### src/rtl/muldiv_pkg.sv
// Shared definitions for the RV M-extension multiply/divide unit: funct3
// opcode encodings, control FSM states and the default datapath width.
package muldiv_pkg;

    localparam int XLEN_DEFAULT = 32;

    typedef enum logic [2:0] {
        OP_MUL    = 3'b000,
        OP_MULH   = 3'b001,
        OP_MULHSU = 3'b010,
        OP_MULHU  = 3'b011,
        OP_DIV    = 3'b100,
        OP_DIVU   = 3'b101,
        OP_REM    = 3'b110,
        OP_REMU   = 3'b111
    } op_e;

    typedef enum logic [1:0] {
        ST_IDLE = 2'd0,
        ST_BUSY = 2'd1,
        ST_DONE = 2'd2
    } state_e;

    // All divide/remainder encodings have funct3 bit 2 set.
    function automatic logic is_div_op(input op_e op);
        return op[2];
    endfunction

endpackage

### src/rtl/muldiv_div_core.sv
// Magnitude restoring divider: loads on start_i, then produces one quotient
// bit per cycle for XLEN cycles and holds done_o until the next start/abort.
module muldiv_div_core
    import muldiv_pkg::*;
#(
    parameter int XLEN = XLEN_DEFAULT
) (
    input  logic            clk,
    input  logic            rst_n,
    input  logic            start_i,
    input  logic            abort_i,
    input  logic [XLEN-1:0] dividend_i,
    input  logic [XLEN-1:0] divisor_i,
    output logic            done_o,
    output logic [XLEN-1:0] quotient_o,
    output logic [XLEN-1:0] remainder_o
);

    localparam int CNT_W = $clog2(XLEN + 1);

    logic [XLEN-1:0]  quo_q;
    logic [XLEN-1:0]  rem_q;
    logic [XLEN-1:0]  dvsr_q;
    logic [CNT_W-1:0] count_q;
    logic             busy_q;
    logic [XLEN:0]    shifted;
    logic [XLEN:0]    diff;

    assign shifted     = {rem_q, quo_q[XLEN-1]};
    assign diff        = shifted - {1'b0, dvsr_q};
    assign done_o      = busy_q && (count_q == CNT_W'(XLEN));
    assign quotient_o  = quo_q;
    assign remainder_o = rem_q;

    // Shift in one dividend bit per cycle; keep the trial subtraction unless it went negative.
    always_ff @(posedge clk or negedge rst_n) begin
        if (!rst_n) begin
            quo_q   <= '0;
            rem_q   <= '0;
            dvsr_q  <= '0;
            count_q <= '0;
            busy_q  <= 1'b0;
        end else if (abort_i) begin
            count_q <= '0;
            busy_q  <= 1'b0;
        end else if (start_i) begin
            quo_q   <= dividend_i;
            rem_q   <= '0;
            dvsr_q  <= divisor_i;
            count_q <= '0;
            busy_q  <= 1'b1;
        end else if (busy_q && !done_o) begin
            if (diff[XLEN]) begin
                rem_q <= shifted[XLEN-1:0];
                quo_q <= {quo_q[XLEN-2:0], 1'b0};
            end else begin
                rem_q <= diff[XLEN-1:0];
                quo_q <= {quo_q[XLEN-2:0], 1'b1};
            end
            count_q <= count_q + CNT_W'(1);
        end
    end

endmodule

### src/rtl/muldiv_unit.sv
// RV M-extension multiply/divide unit with IDLE/BUSY/DONE handshake.
// Define MULDIV_FAST_MUL_EN for a single-cycle multiplier; otherwise the
// multiply ops use an iterative shift-add datapath. Divide is always iterative.
module muldiv_unit
    import muldiv_pkg::*;
#(
    parameter int XLEN = XLEN_DEFAULT
) (
    input  logic            clk,
    input  logic            rst_n,
    input  logic            start_i,
    input  logic [2:0]      op_i,
    input  logic [XLEN-1:0] a_i,
    input  logic [XLEN-1:0] b_i,
    input  logic            kill_i,
    output logic            ready_o,
    output logic            valid_o,
    input  logic            result_ready_i,
    output logic [XLEN-1:0] result_o
);

    localparam int              CNT_W    = $clog2(XLEN + 2);
    localparam logic [XLEN-1:0] MOST_NEG = {1'b1, {(XLEN-1){1'b0}}};

    state_e            state_q, state_d;
    op_e               op_q;
    logic [XLEN-1:0]   a_q, b_q;
    logic [XLEN-1:0]   result_q, result_d;
    logic [CNT_W-1:0]  cnt_q;

    logic              accept, is_div;
    logic              a_sgn, b_sgn, a_neg, b_neg;
    logic [XLEN-1:0]   a_mag, b_mag;
    logic              div_zero, div_ovf, div_special;
    logic              core_start, core_done;
    logic [XLEN-1:0]   core_quo, core_rem;
    logic [2*XLEN-1:0] prod_full;
    logic              mul_finish, finish;
    logic [XLEN-1:0]   mul_res, div_res;

    assign accept = (state_q == ST_IDLE) && start_i && !kill_i;
    assign is_div = is_div_op(op_q);

    assign a_sgn = (op_q == OP_MUL) || (op_q == OP_MULH) || (op_q == OP_MULHSU) ||
                   (op_q == OP_DIV) || (op_q == OP_REM);
    assign b_sgn = (op_q == OP_MUL) || (op_q == OP_MULH) || (op_q == OP_DIV) || (op_q == OP_REM);
    assign a_neg = a_sgn && a_q[XLEN-1];
    assign b_neg = b_sgn && b_q[XLEN-1];
    assign a_mag = a_neg ? -a_q : a_q;
    assign b_mag = b_neg ? -b_q : b_q;

    assign div_zero    = (b_q == '0);
    assign div_ovf     = ((op_q == OP_DIV) || (op_q == OP_REM)) && (a_q == MOST_NEG) && (b_q == '1);
    assign div_special = div_zero || div_ovf;

    // The first BUSY cycle kicks the divider with operand magnitudes.
    assign core_start = (state_q == ST_BUSY) && (cnt_q == '0) && is_div && !div_special;

    muldiv_div_core #(.XLEN(XLEN)) u_div_core (
        .clk         (clk),
        .rst_n       (rst_n),
        .start_i     (core_start),
        .abort_i     (kill_i),
        .dividend_i  (a_mag),
        .divisor_i   (b_mag),
        .done_o      (core_done),
        .quotient_o  (core_quo),
        .remainder_o (core_rem)
    );

`ifdef MULDIV_FAST_MUL_EN
    logic [2*XLEN-1:0] a_ext, b_ext;

    assign a_ext      = {{XLEN{a_neg}}, a_q};
    assign b_ext      = {{XLEN{b_neg}}, b_q};
    assign prod_full  = a_ext * b_ext;
    assign mul_finish = (cnt_q == CNT_W'(1));
`else
    logic [2*XLEN-1:0] mcand_q, prod_q;
    logic [XLEN-1:0]   mplier_q;

    assign prod_full  = (a_neg ^ b_neg) ? -prod_q : prod_q;
    assign mul_finish = (cnt_q == CNT_W'(XLEN + 1));

    // Shift-add on magnitudes: load on the first BUSY cycle, then one multiplier bit per cycle.
    always_ff @(posedge clk or negedge rst_n) begin
        if (!rst_n) begin
            mcand_q  <= '0;
            mplier_q <= '0;
            prod_q   <= '0;
        end else if ((state_q == ST_BUSY) && !is_div) begin
            if (cnt_q == '0) begin
                mcand_q  <= {{XLEN{1'b0}}, a_mag};
                mplier_q <= b_mag;
                prod_q   <= '0;
            end else begin
                if (mplier_q[0]) begin
                    prod_q <= prod_q + mcand_q;
                end
                mcand_q  <= mcand_q << 1;
                mplier_q <= mplier_q >> 1;
            end
        end
    end
`endif

    assign mul_res = (op_q == OP_MUL) ? prod_full[XLEN-1:0] : prod_full[2*XLEN-1:XLEN];

    // Sign fixup for divide: quotient negative on differing signs, remainder follows the dividend.
    always_comb begin
        div_res = '0;
        if (div_zero) begin
            div_res = ((op_q == OP_DIV) || (op_q == OP_DIVU)) ? '1 : a_q;
        end else if (div_ovf) begin
            div_res = (op_q == OP_DIV) ? a_q : '0;
        end else if ((op_q == OP_DIV) || (op_q == OP_DIVU)) begin
            div_res = (a_neg ^ b_neg) ? -core_quo : core_quo;
        end else begin
            div_res = a_neg ? -core_rem : core_rem;
        end
    end

    assign finish = is_div ? (div_special ? (cnt_q == CNT_W'(1)) : (core_done && (cnt_q != '0)))
                           : mul_finish;

    // Capture the request on acceptance and count BUSY cycles from there.
    always_ff @(posedge clk or negedge rst_n) begin
        if (!rst_n) begin
            op_q  <= OP_MUL;
            a_q   <= '0;
            b_q   <= '0;
            cnt_q <= '0;
        end else if (accept) begin
            op_q  <= op_e'(op_i);
            a_q   <= a_i;
            b_q   <= b_i;
            cnt_q <= '0;
        end else if (state_q == ST_BUSY) begin
            cnt_q <= cnt_q + CNT_W'(1);
        end
    end

    // FSM state and result registers.
    always_ff @(posedge clk or negedge rst_n) begin
        if (!rst_n) begin
            state_q  <= ST_IDLE;
            result_q <= '0;
        end else begin
            state_q  <= state_d;
            result_q <= result_d;
        end
    end

    // Next-state logic; kill wins over both a new start and a result handshake.
    always_comb begin
        state_d  = state_q;
        result_d = result_q;
        case (state_q)
            ST_IDLE: begin
                if (start_i) begin
                    state_d = ST_BUSY;
                end
            end
            ST_BUSY: begin
                if (finish) begin
                    state_d  = ST_DONE;
                    result_d = is_div ? div_res : mul_res;
                end
            end
            ST_DONE: begin
                if (result_ready_i) begin
                    state_d  = ST_IDLE;
                    result_d = '0;
                end
            end
            default: begin
                state_d = ST_IDLE;
            end
        endcase
        if (kill_i) begin
            state_d  = ST_IDLE;
            result_d = '0;
        end
    end

    assign ready_o  = (state_q == ST_IDLE);
    assign valid_o  = (state_q == ST_DONE);
    assign result_o = valid_o ? result_q : '0;

endmodule

### config.mk
export PLATFORM = sky130hd
export DESIGN_NAME = muldiv_unit
export DESIGN_NICKNAME = d
export VERILOG_FILES = /design/src/rtl/muldiv_pkg.sv /design/src/rtl/muldiv_div_core.sv /design/src/rtl/muldiv_unit.sv
export SDC_FILE = /design/constraint.sdc
export NUM_CORES = 1
export LEC_CHECK = 0
export CAP_MARGIN = 10
export CORE_MARGIN = 2
export CORE_UTILIZATION = 40
export CTS_BUF_LIST = sky130_fd_sc_hd__clkbuf_2 sky130_fd_sc_hd__clkbuf_4 sky130_fd_sc_hd__clkbuf_8
export DETAILED_ROUTE_END_ITERATION = 16
export GPL_TIMING_DRIVEN = 0
export PLACE_DENSITY = 0.57
export SETUP_SLACK_MARGIN = 0.1
export SYNTH_ARGS = -nofsm -noshare
export SYNTH_HDL_FRONTEND = slang
export SYNTH_HIERARCHICAL = 1
export SYNTH_SLANG_ARGS = --single-unit
### constraint.sdc
create_clock -name clk -period 10.6 [get_ports clk]
set_input_delay 2.12 -clock clk [delete_from_list [all_inputs] [get_ports clk]]
set_output_delay 2.12 -clock clk [all_outputs]
set_load 0.02 [all_outputs]
== Yosys cells after proc, flatten, opt, wreduce, memory -nomap -nowiden ==
Index checks and enable logic that the tools add are counted.

* Bits in registers: 370
* Input port bits: 72
* Output and inout port bits: 34
* Logic and storage cells: 123

* Add/subtract/negate cells: 9
* Equality and inequality tests: 15
* Multiplexer cells: 41
* Bitwise operators: 2
* Reduce and logical (&&, ||, !) cells: 42

{| class="wikitable"
|+ Operators with widths
! kind !! number
|-
| $mux W32 || 21
|-
| $mux W64 || 4
|-
| $neg A32 Y32 || 4
|-
| $add A64 B64 Y64 || 1
|-
| $eq A32 B32 Y1 const B || 2
|-
| $neg A64 Y64 || 1
|-
| $pmux W32 S2 || 1
|-
| $sub A33 B32 Y33 || 1
|-
| $logic_not A32 Y1 || 1
|-
| $mux W6 || 5
|-
| $logic_and A1 B1 Y1 || 13
|-
| $add A6 B1 Y6 const B || 2
|-
| $eq A6 B6 Y1 const B || 2
|-
| $eq A3 B3 Y1 const B || 3
|-
| $logic_or A1 B1 Y1 || 9
|-
| $mux W2 || 4
|-
| $reduce_bool A2 Y1 || 4
|-
| $eq A6 B1 Y1 const B || 1
|-
| $logic_not A6 Y1 || 1
|-
| $ne A3 B3 Y1 const B || 2
|-
| $pmux W2 S3 || 1
|-
| $reduce_and A2 Y1 || 3
|-
| $reduce_and A3 Y1 || 2
|-
| $reduce_bool A3 Y1 || 2
|-
| other kinds (12) || 19
|}

== Longest topological paths before layout ==
Gate-level depths: netlist of run 1.

* Depth in word-level cells: 15
* Gate-level depth with buffers: 17
* Mapped depth without buffers: 14

== Cells and area by module ==
Netlist of run 1, hierarchy kept.

{| class="wikitable"
|+ Modules (own cells, without submodules)
! module !! instances !! cells each !! area each (µm²) !! seq. area each (µm²)
|-
| muldiv_unit || 1 || 2,432 || 19,954.1 || 6,681.4
|-
| muldiv_div_core || 1 || 697 || 6,268.5 || 2,577.5
|}

== Worst setup path after synthesis of run 1 ==
Ideal clock, no wire load.

* Path type: in2reg
* Start: in kill_i
* End: reg a_q[10]
* Library setup time: 0.125 ns
* Arrival time: 3.518 ns
* Required time: 10.475 ns
* Setup slack: 6.957 ns
* Stages: 4
* Path buffers: 2
* Cells stage by stage: nor4b_1 > clkbuf_1 > clkbuf_1 > mux2_2

* Longest elaborated chain between the ends: 2

{| class="wikitable"
|+ Ends and longest elaborated chain
! what !! line !! source
|-
| start, declared || muldiv_unit.sv:15 || <nowiki>input logic kill_i,</nowiki>
|-
| $logic_not A1 Y1 || muldiv_unit.sv:41 || <nowiki>assign accept = (state_q == ST_IDLE) && start_i && !kill_i;</nowiki>
|-
| $logic_and A1 B1 Y1 || muldiv_unit.sv:41 ||
|-
| end signal, assigned || muldiv_unit.sv:135 || <nowiki>a_q <= a_i;</nowiki>
|-
| end, declared || muldiv_unit.sv:27 || <nowiki>logic [XLEN-1:0] a_q, b_q;</nowiki>
|}

Every way passes these cells.
A chain may end at the register's enable or synchronous reset.

== Worst setup path in the final report of run 1 ==
* Start: reg a_q[0]
* End: reg u_div_core.dvsr_q[10]

* Longest elaborated chain between the ends: 7

{| class="wikitable"
|+ Ends and longest elaborated chain
! what !! line !! source
|-
| $eq A32 B32 Y1 || muldiv_unit.sv:53 || <nowiki>assign div_ovf = ((op_q == OP_DIV) || (op_q == OP_REM)) && (a_q == MOST_NEG) && (b_q == '1);</nowiki>
|-
| $logic_and A1 B1 Y1 (2 in series) || muldiv_unit.sv:53 ||
|-
| $logic_or A1 B1 Y1 || muldiv_unit.sv:54 || <nowiki>assign div_special = div_zero || div_ovf;</nowiki>
|-
| $logic_not A1 Y1 || muldiv_unit.sv:57 || <nowiki>assign core_start = (state_q == ST_BUSY) && (cnt_q == '0) && is_div && !div_special;</nowiki>
|-
| $logic_and A1 B1 Y1 || muldiv_unit.sv:57 ||
|-
| named net core_start || muldiv_unit.sv:35 || <nowiki>logic core_start, core_done;</nowiki>
|-
| $reduce_and A2 Y1 (no source line) || -- ||
|-
| end signal, assigned || muldiv_div_core.sv:49 || <nowiki>dvsr_q <= divisor_i;</nowiki>
|-
| end, declared || muldiv_div_core.sv:23 || <nowiki>logic [XLEN-1:0] dvsr_q;</nowiki>
|}

The timed path passes the listed nets, and every way through them passes these cells.

==> results.toml, run 1 <==
[synth]
synth-seq-area-share = 0.353
yosysTopAreaCell = "dfrtp_1"
async_flop_share = 1.00
synth-edff-count = 0
syn_area_per_cell_sq_um = 8.38
synth_top_area_frac = 0.353
synth_fp_nets = 3309
netlist_area_sq_um = 26200
synthDistinctLibCells = 85
yosysWarnings = 6
synthTopCellsByArea = "dfrtp_1 35%, nand2_1 6.9%, o21ai_0 6.2%"
synth.most_common_cell = "nand2_1"
ys_ff_latch = 370
ys.flop_type = "dfrtp_1"
syn_inst = 3129
synth_common_cells = "482 x nand2_1, 370 x dfrtp_1, 326 x o21ai_0"

[power]
peakVddDrop_uv = 103
total_leakage_power_nw = 13.3
power.density_nw_per_um2 = 261

[finish]
nets = 3493
drive_gt1_frac = 0.0696
layout-area-overhead-vs-synth_pct = 14.6

[sta]
rsz0062_at_grt = "false"
finalHoldViolCount = 0
min_period_over_period = 0.523
post-route-min-period_ns = 5.54
fin_skew_ns = 0.0390
slew-limit-headroom = 0.0912
slew_viol_final = 0
final.setup.tns_ns = 0
max_freq_mhz = 180
tightest_slew_ns = 1.36
postLayoutSetupSlackWorst_ns = 5.06
final-setup-viol-count = 0

[run]
cap_violations = 0

[critical_path]
critPathMostFrequentCell = "clkbuf_1"
path_buf_inv = 6
r2r_start = "a_q[0]"
cp-start-kind = "flop"
worst_ep_required_time_ns = 11.24
crit_family = "buffers and inverters"
startpoint = "a_q[0]"
max_stage_delay_ns = 0.59
slowest_stage = "clkbuf_1"
cp_cell_sequence = "inv_1 -> ha_1 -> nor2b_1 -> and4_1 -> clkbuf_1 -> nand3_1 -> a2bb2oi_2 -> clkbuf_1 -> nand2_1 -> nor3_1 -> clkbuf_1 -> nor2b_1 -> clkbuf_1 -> clkbuf_1 -> nand2_1 -> o21ai_0"
end_kind = "flop"
arrival_ns = 6.18
critPathMaxFanout = 10
critPathKind = "flop to flop"

[drt]
drtIter0Drc = 2356
finalWirelength_um = 103000
wl_met2_um = 44500
dr.pass1.iters = 6
wl_met1_um = 46800
vias = 24978
top_layer = "met5"
wl_met3_um = 7970
drt-wirelength-per-cell_um = 24.3
drt_drc_violations_left = 0
detail-route-antenna-nets = 0
via_per_inst = 5.91

[floorplanning]
fp.dieW_um = 260
die_height_um = 260
coreArea_sq_um = 64600
ios = 106
fp-row-count = 93
dieArea_sq_um = 67600
start_util = 0.406

[min_path]
hp-class = "flop to flop"
worstHoldStart = "result_q[28]"

[clocking]
clock_sinks = 370
cts.htree.levels = 3
numCtsBuffers = 73
clk_latency_ns = 0.72
cts_tree = "built"
cts_resized = 0
clock-root-buffer = "clkbuf_8"
cts_hold_buf = 0
postCtsSetupRepairBufs = 0
clkTransAtPathRegs_ns = 0.06
cts_buffer_depth = 3

[global_routing]
grt_first_pass_wirelength_um = 153000
overflow = 0
grt_max_degree = 124
antenna_found_initial = 6
first_global_vias = 24141
track_usage = 0.302

[outcome]
status = "finished, final reports clean"

[place]
dp_hpwl_um = 80200
port-buffer-count = 105
gp_congestion = 0.986
pre_cts_ws_ns = 5.22
## stage by stage
| stage | instances | instance area (sq um) | hold slack (ns) | util | power [mW] |
|---|---|---|---|---|---|
| after floorplan | 3129 | 26200 | 0.430 | - | 4.76 |
| after global placement | 4089 | 28300 | 0.455 | 0.439 | 6.08 |
| after detailed placement | 4093 | 28400 | 0.453 | 0.440 | 6.14 |
| after CTS | 4219 | 30000 | 0.466 | 0.465 | 7.80 |
| after global routing | 4221 | 30100 | 0.477 | 0.465 | 8.33 |
| final | 4223 | 30100 | 0.461 | 0.465 | 7.86 |
## final timing paths
check,end,slack (ns),cells after the start
max,u_div_core/dvsr_q[10],5.06,16
min,result_q[28],0.46,2
max reg2reg,u_div_core/dvsr_q[10],5.06,16
min reg2reg,result_q[28],0.46,2
max in group asynchronous,mcand_q[59],7.90,3
min in group asynchronous,u_div_core/remainder_o[26],1.29,1
## cells by family after synthesis
logic type	Yosys count	share of synthesized area
AOI/OAI and AO/OA	881	0.207
xor gates and xnor gates	269	0.0906
adders and majority gates	108	0.0521
buffers and inverters	272	0.0403
DFF	370	0.353
muxes	173	0.0688
and+or+nand+nor	1056	0.188
## final cells by class
type                            instances  area (sq um)
Timing Repair Buffer                  109          1150
Inverter                               83           312
Buffer                                189           744
Fill cell                            6375         34500
Clock buffer                          103          1310
Clock inverter                         23           297
Multi-Input combinational cell       2487         15900
Tap cell                              855          1070
Antenna cell                            4          10.0
Sequential cell                       370          9260
## sequential cells by signal, summed over array words and instances, names as in the netlist, 32 cells and up
| signal | count |
|---|---|
| b_q | 32 |
| a_q | 32 |
| mplier_q | 32 |
| u_div_core/quotient_o | 32 |
| prod_q | 64 |
| result_q | 32 |
| mcand_q | 64 |
| u_div_core/remainder_o | 32 |
| u_div_core/dvsr_q | 32 |
## where the power goes
part	total (mW)	internal (mW)	switching (mW)
logic	4.00	1.40	2.60
registers	2.23	1.76	0.468
clock network	1.63	0.908	0.722
## cell usage in the layout (no fill, tap or decap), types with 18 or more instances in the layout
cell type / synthesis / layout
o211ai_1: 35 / 35
a211oi_1: 20 / 20
nand3_1: 76 / 76
and2_1: 43 / 43
o31ai_1: 41 / 41
ha_1: 106 / 106
nor3_1: 58 / 58
inv_1: 82 / 82
mux2i_1: 115 / 115
nor4_1: 21 / 21
o21bai_1: 20 / 20
or3_1: 30 / 30
o21ai_1: 25 / 25
clkdlybuf4s50_1: 0 / 104
a31oi_1: 43 / 43
xor2_1: 146 / 146
nor2_1: 186 / 186
clkbuf_4: 0 / 18
nand2_1: 482 / 482
nand4_1: 39 / 39
a21o_1: 65 / 65
o21ai_0: 326 / 326
mux2_2: 58 / 58
dfrtp_1: 370 / 370
xnor2_1: 122 / 122
a21oi_1: 189 / 189
clkbuf_1: 169 / 169
clkbuf_8: 0 / 85
## worst register-to-register path, cell delays in order, from the launching register on
cell       delay [ns]
dfrtp_1          0.48
inv_1            0.25
ha_1             0.28
nor2b_1          0.15
and4_1           0.24
clkbuf_1         0.24
nand3_1          0.30
a2bb2oi_2        0.53
clkbuf_1         0.59
nand2_1          0.12
nor3_1           0.15
clkbuf_1         0.53
nor2b_1          0.48
clkbuf_1         0.50
clkbuf_1         0.39
nand2_1          0.16
o21ai_0          0.10
## per-layer routing
metal,global-route usage,vias to the layer above
met5,0,-
met4,0.105,2
met3,0.0602,178
met2,0.457,986
met1,0.427,12292
li1,-,11520
Note: power is estimated with default switching activity, not from simulation.
==> inputs of run 2 (changes only) <==
- clock period: 10.6 -> 5.75 ns (I/O delays scaled with it)
==> run 2 against run 1 <==
Effect of this change: flip-flop and latch count stayed put; largest cell class unchanged; sequential share of layout area hardly changed; wire length hardly changed; via count is 0.27% higher; design area hardly changed; die area stayed put; fmax is 3.2% higher; sequential power is 84% higher; non-clock buffer count stayed put; combinational power is 85% higher; register-to-register slack worse by 4.7 ns.
==> results.toml, run 2 (synthesized netlist as in run 1, its figures left out) <==
[clocking]
clock_sinks = 370
clk_latency_ns = 0.72
clkTransAtPathRegs_ns = 0.08
numCtsBuffers = 73
cts_tree = "built"
cts_hold_buf = 0
clock-root-buffer = "clkbuf_8"
cts_buffer_depth = 3
cts.htree.levels = 3
cts_resized = 0
postCtsSetupRepairBufs = 0

[drt]
drtIter0Drc = 2355
wl_met1_um = 46900
drt_drc_violations_left = 0
wl_met2_um = 44500
detail-route-antenna-nets = 0
drt-wirelength-per-cell_um = 24.4
dr.pass1.iters = 8
wl_met3_um = 7860
vias = 25045
via_per_inst = 5.93
finalWirelength_um = 103000
top_layer = "met5"

[finish]
fin_cells = 4223
nets = 3493
final_cell_mix = "482 x nand2_1, 370 x dfrtp_1, 326 x o21ai_0"
reg.largest.list = "mcand_q: 64 flops, prod_q: 64 flops"
fin_area_sq_um = 30100
drive_gt1_frac = 0.0702
layout-area-overhead-vs-synth_pct = 14.6
layout_commonest_cell = "nand2_1"

[critical_path]
critPathMaxFanout = 10
critPathKind = "flop to flop"
cp-start-kind = "flop"
worst_ep_required_time_ns = 6.39
arrival_ns = 6.01
end_kind = "flop"

[global_routing]
first_global_vias = 24141
grt_first_pass_wirelength_um = 153000
track_usage = 0.302
overflow = 0
antenna_found_initial = 6
grt_max_degree = 124

[place]
dp_cells = 4093
pre_cts_ws_ns = 0.386
dp_hpwl_um = 80200
port-buffer-count = 105
dpl_cell_area_sq_um = 28400
gp_congestion = 0.986

[floorplanning]
start_util = 0.406
coreArea_sq_um = 64600
fp.dieW_um = 260
die_height_um = 260
ios = 106
fp-row-count = 93
dieArea_sq_um = 67600

[sta]
postLayoutSetupSlackWorst_ns = 0.376
tightest_slew_ns = 1.35
final.setup.tns_ns = 0
fin_skew_ns = 0.0398
rsz0062_at_grt = "false"
finalHoldViolCount = 0
max_freq_mhz = 186
slew-limit-headroom = 0.101
final-setup-viol-count = 0
slew_viol_final = 0
min_period_over_period = 0.935
post-route-min-period_ns = 5.37

[power]
total_leakage_power_nw = 13.3
peakVddDrop_uv = 189
power.density_nw_per_um2 = 482

[min_path]
hp-class = "primary input to asynchronous set/reset pin"

[run]
cap_violations = 0

[outcome]
status = "finished, final reports clean"
-- run 2: report_power, final --
| group | internal, mW | leakage (nW) | switching, mW |
|---|---|---|---|
| Sequential | 3.25 | 4.84 | 0.862 |
| Clock | 1.67 | 0.849 | 1.33 |
| Combinational | 2.59 | 7.57 | 4.79 |
| Total | 7.51 | 13.3 | 6.98 |
-- run 2: per-stage QoR --
stage          utilization  power [mW]  hold slack (ns)
2_1_floorplan            -        8.78            0.430
3_3_place_gp         0.439        11.2            0.455
3_5_place_dp         0.440        11.3            0.453
4_1_cts              0.465        14.4            0.286
5_1_grt              0.465        15.4            0.312
6_report             0.465        14.5            0.322
-- run 2: layout make-up --
cell class | count | area [sq um]
clock inverters | 23 | 297
flip-flops and latches | 370 | 9260
repair buffers | 109 | 1150
fillers | 6372 | 34500
inverters | 83 | 312
diodes | 4 | 10.0
multi-input cells | 2487 | 15900
plain buffers | 189 | 746
well taps | 855 | 1070
clock buffers | 103 | 1310
-- run 2: per-layer routing --
| metal | GRT usage | up-vias |
|---|---|---|
| met5 | 0 | - |
| met4 | 0.105 | 2 |
| met3 | 0.0602 | 185 |
| met2 | 0.457 | 1007 |
| met1 | 0.427 | 12328 |
| li1 | - | 11523 |
-- run 2: worst max-delay path: stages (launching register included) --
cell	delay (ns)
dfrtp_1	0.48
inv_1	0.25
ha_1	0.28
nor2b_1	0.15
and4_1	0.24
clkbuf_1	0.24
nand3_1	0.30
a2bb2oi_2	0.55
clkbuf_2	0.41
nand2_1	0.10
nor3_1	0.15
clkbuf_1	0.54
nor2b_1	0.46
clkbuf_1	0.50
clkbuf_1	0.39
nand2_1	0.15
o21ai_0	0.10
-- run 2: final timing paths --
check	start	endpoint	cells past startpoint	slack (ns)
max	a_q[0]	u_div_core/dvsr_q[10]	16	0.38
min	rst_n	u_div_core/remainder_o[26]	1	0.32
max reg2reg	a_q[0]	u_div_core/dvsr_q[10]	16	0.38
min reg2reg	result_q[28]	result_q[28]	2	0.46
max in group asynchronous	rst_n	mcand_q[62]	3	4.02
min in group clk	result_q[28]	result_q[28]	2	0.46
